File: src/rtl/pcs_64b66b_encoder_if.sv
// MII-word-in / 66-bit-block-out bundle for the 64b/66b PCS encoder.
// The master drives the MII word; the slave returns the encoded block and the error count.
interface pcs_64b66b_encoder_if #(
  parameter int ERR_CNT_WIDTH = 16
);
  logic                     i_valid;
  logic [63:0]              i_mii_data;
  logic [7:0]               i_mii_ctrl;
  logic                     o_valid;
  logic [65:0]              o_block;
  logic [ERR_CNT_WIDTH-1:0] o_err_count;

  modport master (
    output i_valid, i_mii_data, i_mii_ctrl,
    input  o_valid, o_block, o_err_count
  );

  modport slave (
    input  i_valid, i_mii_data, i_mii_ctrl,
    output o_valid, o_block, o_err_count
  );
endinterface

File: src/rtl/pcs_64b66b_encoder.sv
// 64b/66b PCS transmit encoder: classifies each MII word, runs the TX state machine and
// emits one 66-bit block per accepted word one cycle later. Optional scrambler: PCS_SCRAMBLER_EN.
module pcs_64b66b_encoder #(
  parameter int         DATA_WIDTH    = 64,
  parameter int         CTRL_WIDTH    = 8,
  parameter logic [7:0] IDLE_CODE     = 8'h07,
  parameter logic [7:0] START_CODE    = 8'hFB,
  parameter logic [7:0] TERM_CODE     = 8'hFD,
  parameter logic [7:0] ERROR_CODE    = 8'hFE,
  parameter int         ERR_CNT_WIDTH = 16
) (
  input  logic                 clk,
  input  logic                 i_rst,
  pcs_64b66b_encoder_if.slave  bus
);
  typedef enum logic [2:0] {TX_INIT, TX_C, TX_D, TX_T, TX_E} tx_state_t;
  typedef enum logic [2:0] {W_C, W_S, W_D, W_T, W_E} word_t;

  localparam logic [DATA_WIDTH+1:0] IDLE_BLOCK  = {56'h0, 8'h1E, 2'b10};
  localparam logic [DATA_WIDTH+1:0] ERROR_BLOCK = {{8{7'h1E}}, 8'h1E, 2'b10};

  tx_state_t               r_state;
  logic                    r_valid;
  logic [DATA_WIDTH+1:0]   r_block;
  logic [ERR_CNT_WIDTH-1:0] r_err_cnt;

  logic [7:0]            w_lane [CTRL_WIDTH];
  logic [CTRL_WIDTH-1:0] w_is_idle, w_is_err, w_t_ok;
  logic [55:0]           w_c_codes;

  // Per-lane decode; a terminate in lane gi needs ctrl set from gi upward and idles above it.
  for (genvar gi = 0; gi < CTRL_WIDTH; gi++) begin : g_lane
    localparam logic [7:0] HI    = 8'hFF << gi;
    localparam logic [7:0] ABOVE = 8'hFF << (gi + 1);
    assign w_lane[gi]    = bus.i_mii_data[8*gi +: 8];
    assign w_is_idle[gi] = (w_lane[gi] == IDLE_CODE);
    assign w_is_err[gi]  = (w_lane[gi] == ERROR_CODE);
    assign w_t_ok[gi]    = (bus.i_mii_ctrl == HI) && (w_lane[gi] == TERM_CODE) &&
                           ((w_is_idle & ABOVE) == ABOVE);
    assign w_c_codes[7*gi +: 7] = w_is_err[gi] ? 7'h1E : 7'h00;
  end

  logic       w_term_hit;
  logic [2:0] w_term_k;
  always_comb begin
    w_term_hit = 1'b0;
    w_term_k   = 3'd0;
    for (int k = 0; k < CTRL_WIDTH; k++) begin
      if (w_t_ok[k]) begin
        w_term_hit = 1'b1;
        w_term_k   = 3'(k);
      end
    end
  end

  word_t w_word;
  always_comb begin
    w_word = W_E;
    if (bus.i_mii_ctrl == 8'hFF && (&(w_is_idle | w_is_err)))
      w_word = W_C;
    else if (bus.i_mii_ctrl == 8'h01 && w_lane[0] == START_CODE)
      w_word = W_S;
    else if (bus.i_mii_ctrl == 8'h00)
      w_word = W_D;
    else if (w_term_hit)
      w_word = W_T;
  end

  tx_state_t w_next;
  always_comb begin
    w_next = TX_E;
    unique case (r_state)
      TX_INIT, TX_C, TX_T: begin
        if (w_word == W_C)      w_next = TX_C;
        else if (w_word == W_S) w_next = TX_D;
      end
      TX_D: begin
        if (w_word == W_D)      w_next = TX_D;
        else if (w_word == W_T) w_next = TX_T;
      end
      default: begin
        if (w_word == W_C)                        w_next = TX_C;
        else if (w_word == W_S || w_word == W_D)  w_next = TX_D;
        else if (w_word == W_T)                   w_next = TX_T;
      end
    endcase
  end

  logic [7:0]  w_t_type;
  logic [55:0] w_t_mask;
  always_comb begin
    case (w_term_k)
      3'd0:    w_t_type = 8'h87;
      3'd1:    w_t_type = 8'h99;
      3'd2:    w_t_type = 8'hAA;
      3'd3:    w_t_type = 8'hB4;
      3'd4:    w_t_type = 8'hCC;
      3'd5:    w_t_type = 8'hD2;
      3'd6:    w_t_type = 8'hE1;
      default: w_t_type = 8'hFF;
    endcase
    w_t_mask = (56'd1 << {w_term_k, 3'b000}) - 56'd1;
  end

  // Any move into TX_E replaces the word's own encoding with the error block.
  logic [DATA_WIDTH+1:0] w_block;
  always_comb begin
    w_block = ERROR_BLOCK;
    if (w_next != TX_E) begin
      case (w_word)
        W_C:     w_block = {w_c_codes, 8'h1E, 2'b10};
        W_S:     w_block = {bus.i_mii_data[63:8], 8'h78, 2'b10};
        W_D:     w_block = {bus.i_mii_data, 2'b01};
        W_T:     w_block = {bus.i_mii_data[55:0] & w_t_mask, w_t_type, 2'b10};
        default: w_block = ERROR_BLOCK;
      endcase
    end
  end

  logic [DATA_WIDTH+1:0] w_out;
`ifdef PCS_SCRAMBLER_EN
  // Self-synchronous 1 + x^39 + x^58; r_scr[0] is the most recent scrambled bit.
  logic [57:0] r_scr;
  logic [57:0] w_scr_next;
  logic [63:0] w_scr_pay;
  always_comb begin
    w_scr_next = r_scr;
    w_scr_pay  = '0;
    for (int i = 0; i < 64; i++) begin
      w_scr_pay[i] = w_block[i+2] ^ w_scr_next[38] ^ w_scr_next[57];
      w_scr_next   = {w_scr_next[56:0], w_scr_pay[i]};
    end
    w_out = {w_scr_pay, w_block[1:0]};
  end

  always_ff @(posedge clk) begin
    if (i_rst)            r_scr <= '1;
    else if (bus.i_valid) r_scr <= w_scr_next;
  end
`else
  assign w_out = w_block;
`endif

  always_ff @(posedge clk) begin
    if (i_rst) begin
      r_state   <= TX_INIT;
      r_valid   <= 1'b0;
      r_block   <= IDLE_BLOCK;
      r_err_cnt <= '0;
    end else begin
      r_valid <= bus.i_valid;
      if (bus.i_valid) begin
        r_state <= w_next;
        r_block <= w_out;
        if (w_next == TX_E && r_err_cnt != '1)
          r_err_cnt <= r_err_cnt + 1'b1;
      end
    end
  end

  assign bus.o_valid     = r_valid;
  assign bus.o_block     = r_block;
  assign bus.o_err_count = r_err_cnt;
endmodule
File: src/flat_wrapper.sv
// flat-port wrapper written by rule: the top's interface ports become plain ports
module pcs_64b66b_encoder_flat 
#(
  parameter int         DATA_WIDTH    = 64,
  parameter int         CTRL_WIDTH    = 8,
  parameter logic [7:0] IDLE_CODE     = 8'h07,
  parameter logic [7:0] START_CODE    = 8'hFB,
  parameter logic [7:0] TERM_CODE     = 8'hFD,
  parameter logic [7:0] ERROR_CODE    = 8'hFE,
  parameter int         ERR_CNT_WIDTH = 16
)
  (clk, i_rst, bus_i_valid, bus_i_mii_data, bus_i_mii_ctrl, bus_o_valid, bus_o_block, bus_o_err_count);
  pcs_64b66b_encoder_if #(.ERR_CNT_WIDTH(ERR_CNT_WIDTH)) bus_i ();
  input  logic clk;
  input  logic i_rst;
  input wire logic [$bits(bus_i.i_valid)-1:0] bus_i_valid;
  input wire logic [$bits(bus_i.i_mii_data)-1:0] bus_i_mii_data;
  input wire logic [$bits(bus_i.i_mii_ctrl)-1:0] bus_i_mii_ctrl;
  output wire logic [$bits(bus_i.o_valid)-1:0] bus_o_valid;
  output wire logic [$bits(bus_i.o_block)-1:0] bus_o_block;
  output wire logic [$bits(bus_i.o_err_count)-1:0] bus_o_err_count;
  assign bus_i.i_valid = bus_i_valid;
  assign bus_i.i_mii_data = bus_i_mii_data;
  assign bus_i.i_mii_ctrl = bus_i_mii_ctrl;
  assign bus_o_valid = bus_i.o_valid;
  assign bus_o_block = bus_i.o_block;
  assign bus_o_err_count = bus_i.o_err_count;
  pcs_64b66b_encoder #(.DATA_WIDTH(DATA_WIDTH), .CTRL_WIDTH(CTRL_WIDTH), .IDLE_CODE(IDLE_CODE), .START_CODE(START_CODE), .TERM_CODE(TERM_CODE), .ERROR_CODE(ERROR_CODE), .ERR_CNT_WIDTH(ERR_CNT_WIDTH)) u_core (.clk(clk), .i_rst(i_rst), .bus(bus_i));
endmodule
File: config.mk
export PLATFORM = sky130hd
export DESIGN_NAME = pcs_64b66b_encoder_flat
export DESIGN_NICKNAME = d
export VERILOG_FILES = /design/src/rtl/pcs_64b66b_encoder_if.sv /design/src/rtl/pcs_64b66b_encoder.sv /design/src/flat_wrapper.sv
export SDC_FILE = /design/constraint.sdc
export NUM_CORES = 1
export LEC_CHECK = 0
export ABC_AREA = 1
export CORE_ASPECT_RATIO = 0.5
export CORE_MARGIN = 10
export CORE_UTILIZATION = 28
export DETAILED_ROUTE_END_ITERATION = 6
export PLACE_DENSITY = 0.52
export SYNTH_ARGS = -nofsm -noshare
export SYNTH_HDL_FRONTEND = slang
export SYNTH_SLANG_ARGS = --single-unit
File: constraint.sdc
create_clock -name clk -period 6.1 [get_ports clk]
set_clock_uncertainty 0.15 [all_clocks]
set_input_delay 0.915 -clock clk [delete_from_list [all_inputs] [get_ports clk]]
set_output_delay 0.915 -clock clk [all_outputs]
set_load 0.01 [all_outputs]
==> results.md <==
* Fin cells at 1441
* Worst vdd ir at 0.0928 mV
* Pre-Repair DR Iteration Count at 6
* Worst EP required at 6.24 ns
* Post-CTS resize count at 0
* Vias per inst at 4.88
* Crit path max fanout at 9
* Syn_area_per_cell at 6.02 µm²
* GPL Wtd Cong at 0.950
* Max Cap Viol at 0
* Cell Rows at 37
* Netlist cell types at 41
* Post-synthesis sequential area ratio at 28.5%
* Syn_nets at 1084
* Initial Utilization at 28.9%
* Number of routed nets with antenna violations at 0
* 1st-iter DRT viols at 732
* Final hold slack at 0.313 ns
* Leak at 0.00334 µW
* RSZ-0062 raised after global routing: no
* Worst Tran Pin Value at 1.13 ns
* Crit Path Class: in2reg
* Min-delay worst type: reg2reg
* Worst setup EP type: flop
* Gr ovfl total at 0
* Slew Viols, Final at 0
* Root buffer cell: clkbuf_16
* Total Power at 1410 µW
* Io pins at 158
* Die Area at 0.0282 mm²
* I/O Buffers at 157
* Buf/Inv on CP at 4
* Residual DRC at 0
* Total CTS buffers at 9
* Slew headroom at 24.3%
* PD cells at 173 mW/mm²
* Crit path cell chain: clkdlybuf4s50_1 -> inv_1 -> nand2_1 -> nor3_1 -> nand2_1 -> nor2_1 -> nand3_1 -> nand2_1 -> inv_1 -> nand2_1 -> inv_1 -> ha_1 -> o31ai_2 -> nand3_2 -> o21ai_0 -> nand2_2 -> a21oi_2
* Worst-Skew Late Latency at 0.35 ns
* CTS sink cnt at 86
* Largest net degree at the start of global routing at 51
* N_diodes at 0
* Yosys warning count at 0
* Fmax at 225 MHz
* Die X at 228 µm
* H-Tree Depth at 3
* Vias in the first global route at 6582
* CP Launch Type: input pin
* Total number of vias at 7034
* Critical path's largest stage delay at 0.63 ns
* Minimum clock period at 4.45 ns
* Hold_buf cts at 0
* Count of final hold-check violations at 0
* Arrival @ worst endpoint at 4.58 ns
* CTS clk-pin slew, worst paths at 0.07 ns
* Share of layout cells above drive strength 1 at 7.48%
* Post-Synthesis Cells at 1003
* Chip height at 124 µm
* Cell family with the largest share of critical-path delay: simple AND/OR/NAND/NOR gates
* GR Util All Layers at 18.3%
* Setup TNS at 0 ns
* Area grow syn2layout at 35.3%
* Synth Register Bits at 86
* Tcrit/Tclk final at 72.9%
* Postcts setup bufs at 0
* Slowest library cell on the worst path: o31ai_2
* Cell count after placement at 1425
* Post-DR wirelength/cell at 18.3 µm
* CTS tree: built
* Status: completed
* First-pass GRT wire length at 39.6 mm
* DRT Wirelength at 26.4 mm
* Setup-failing EPs final at 0
* Nets at 1225
* Core area at 0.0209 mm²
* Clock buffer depth at 2
* FF-to-FF setup slack at 3.53 ns
* Fill cells at 2235
* DP HPWL at 21.2 mm
* Initial antenna violation count at 0
* CP most frequent cell: nand2_1
* Post-synth design cell area at 0.00603 mm²
[registers in the layout (all words and copies together) (netlist names)]
register / cells
u_core.bus.o_block: 66
u_core.bus.o_err_count: 16
u_core.bus.o_valid: 1
u_core.r_state: 3
[path summary, 6_finish.rpt]
kind,start,to,cells after the start
min reg2reg,u_core.bus.o_block[44],u_core.bus.o_block[44],2
max reg2reg,u_core.bus.o_err_count[0],u_core.bus.o_err_count[1],10
max,bus_i_mii_data[29],u_core.bus.o_block[65],17
min,u_core.bus.o_block[44],u_core.bus.o_block[44],2
[per-layer routing]
| layer | share of wire (%) | vias to the layer above | GRT usage (%) |
|---|---|---|---|
| met1 | 48 | 3257 | 26.2 |
| met3 | 6.8 | 24 | 2.63 |
| met2 | 44 | 229 | 28.7 |
| met5 | 0 | - | 0 |
| met4 | 1.1 | 0 | 3.81 |
| li1 | - | 3524 | - |
[worst reg2reg max path, cell delays in order, from the launching register on]
cell and delay (ns):
dfxtp_1 0.40, ha_1 0.21, nand3_1 0.15, nor3_1 0.29, nand2_1 0.18, nor4_1 0.31
a21oi_1 0.11, buf_4 0.22, nand2_2 0.26, nand2_1 0.10, a21oi_1 0.12
[Yosys cell counts (all sizes together)]
cell	n	area [µm²]
a21oi	59	337
nor2	155	661
dfxtp	86	1720
nand2b	1	6.26
nand3b	2	15.0
buf	9	71.3
o21ai	64	324
ha	6	75.1
nand3	82	438
xnor2	6	52.6
o31ai	2	20.0
or2	3	18.8
nor3	32	165
nand2	288	1150
o211ai	7	52.6
nor4	3	18.8
xor2	9	78.8
o22ai	20	125
nand4	20	131
a211oi	1	7.51
clkbuf	23	86.3
inv	121	457
a31oi	4	25.0
[power breakdown]
part           switching [µW]  internal [µW]  total [µW]  leakage (µW)
registers                11.0            581         592      0.000706
logic                     119           96.3         215       0.00248
clock network             261            345         606      0.000150
[placed cells by master (no fill, tap or decap), drive strengths merged, types with 2 or more instances in the layout]
master         synthesis  routed
nand3b                 2       2
nand2                288     288
nand3                 82      82
o22ai                 20      20
dfxtp                 86      86
nor3                  32      32
xnor2                  6       6
buf                    9       6
nor2                 155     155
nand4                 20      20
a21oi                 59      59
inv                  121     123
ha                     6       6
o21ai                 64      64
clkinvlp               0       2
or2                    3       3
o31ai                  2       2
xor2                   9       9
a31oi                  4       4
clkdlybuf4s50          0     156
nor4                   3       3
o211ai                 7       7
clkbuf                23      11
[metrics by stage]
step / instance area (µm²) / util [%] / setup WS [ns]
after floorplan: 6030 / - / 2.65
after global placement: 7850 / 37.6 / 1.46
after detailed placement: 7850 / 37.6 / 1.42
after CTS: 8170 / 39.1 / 1.79
after global routing: 8170 / 39.1 / 1.40
final: 8170 / 39.1 / 1.65
[cell families after synthesis]
kind of cell               count (synthesis)  share of synthesized area [%]
and+or+nand+nor                          586                           43.1
AOI/OAI and AO/OA                        157                           14.8
DFF                                       86                           28.5
buffers and inverters                    153                           10.2
adders and majority gates                  6                           1.24
xor gates and xnor gates                  15                           2.18
[final cells by class]
class	instances	area [µm²]	share of cell area, %
Inverter	121	457	5.59
Multi-Input combinational cell	764	3700	45.3
Tap cell	292	365	4.47
Timing Repair Buffer	162	1600	19.6
Clock inverter	5	65.1	0.797
Sequential cell	86	1720	21.1
Clock buffer	11	253	3.09
(Power assumes the default switching activity.)
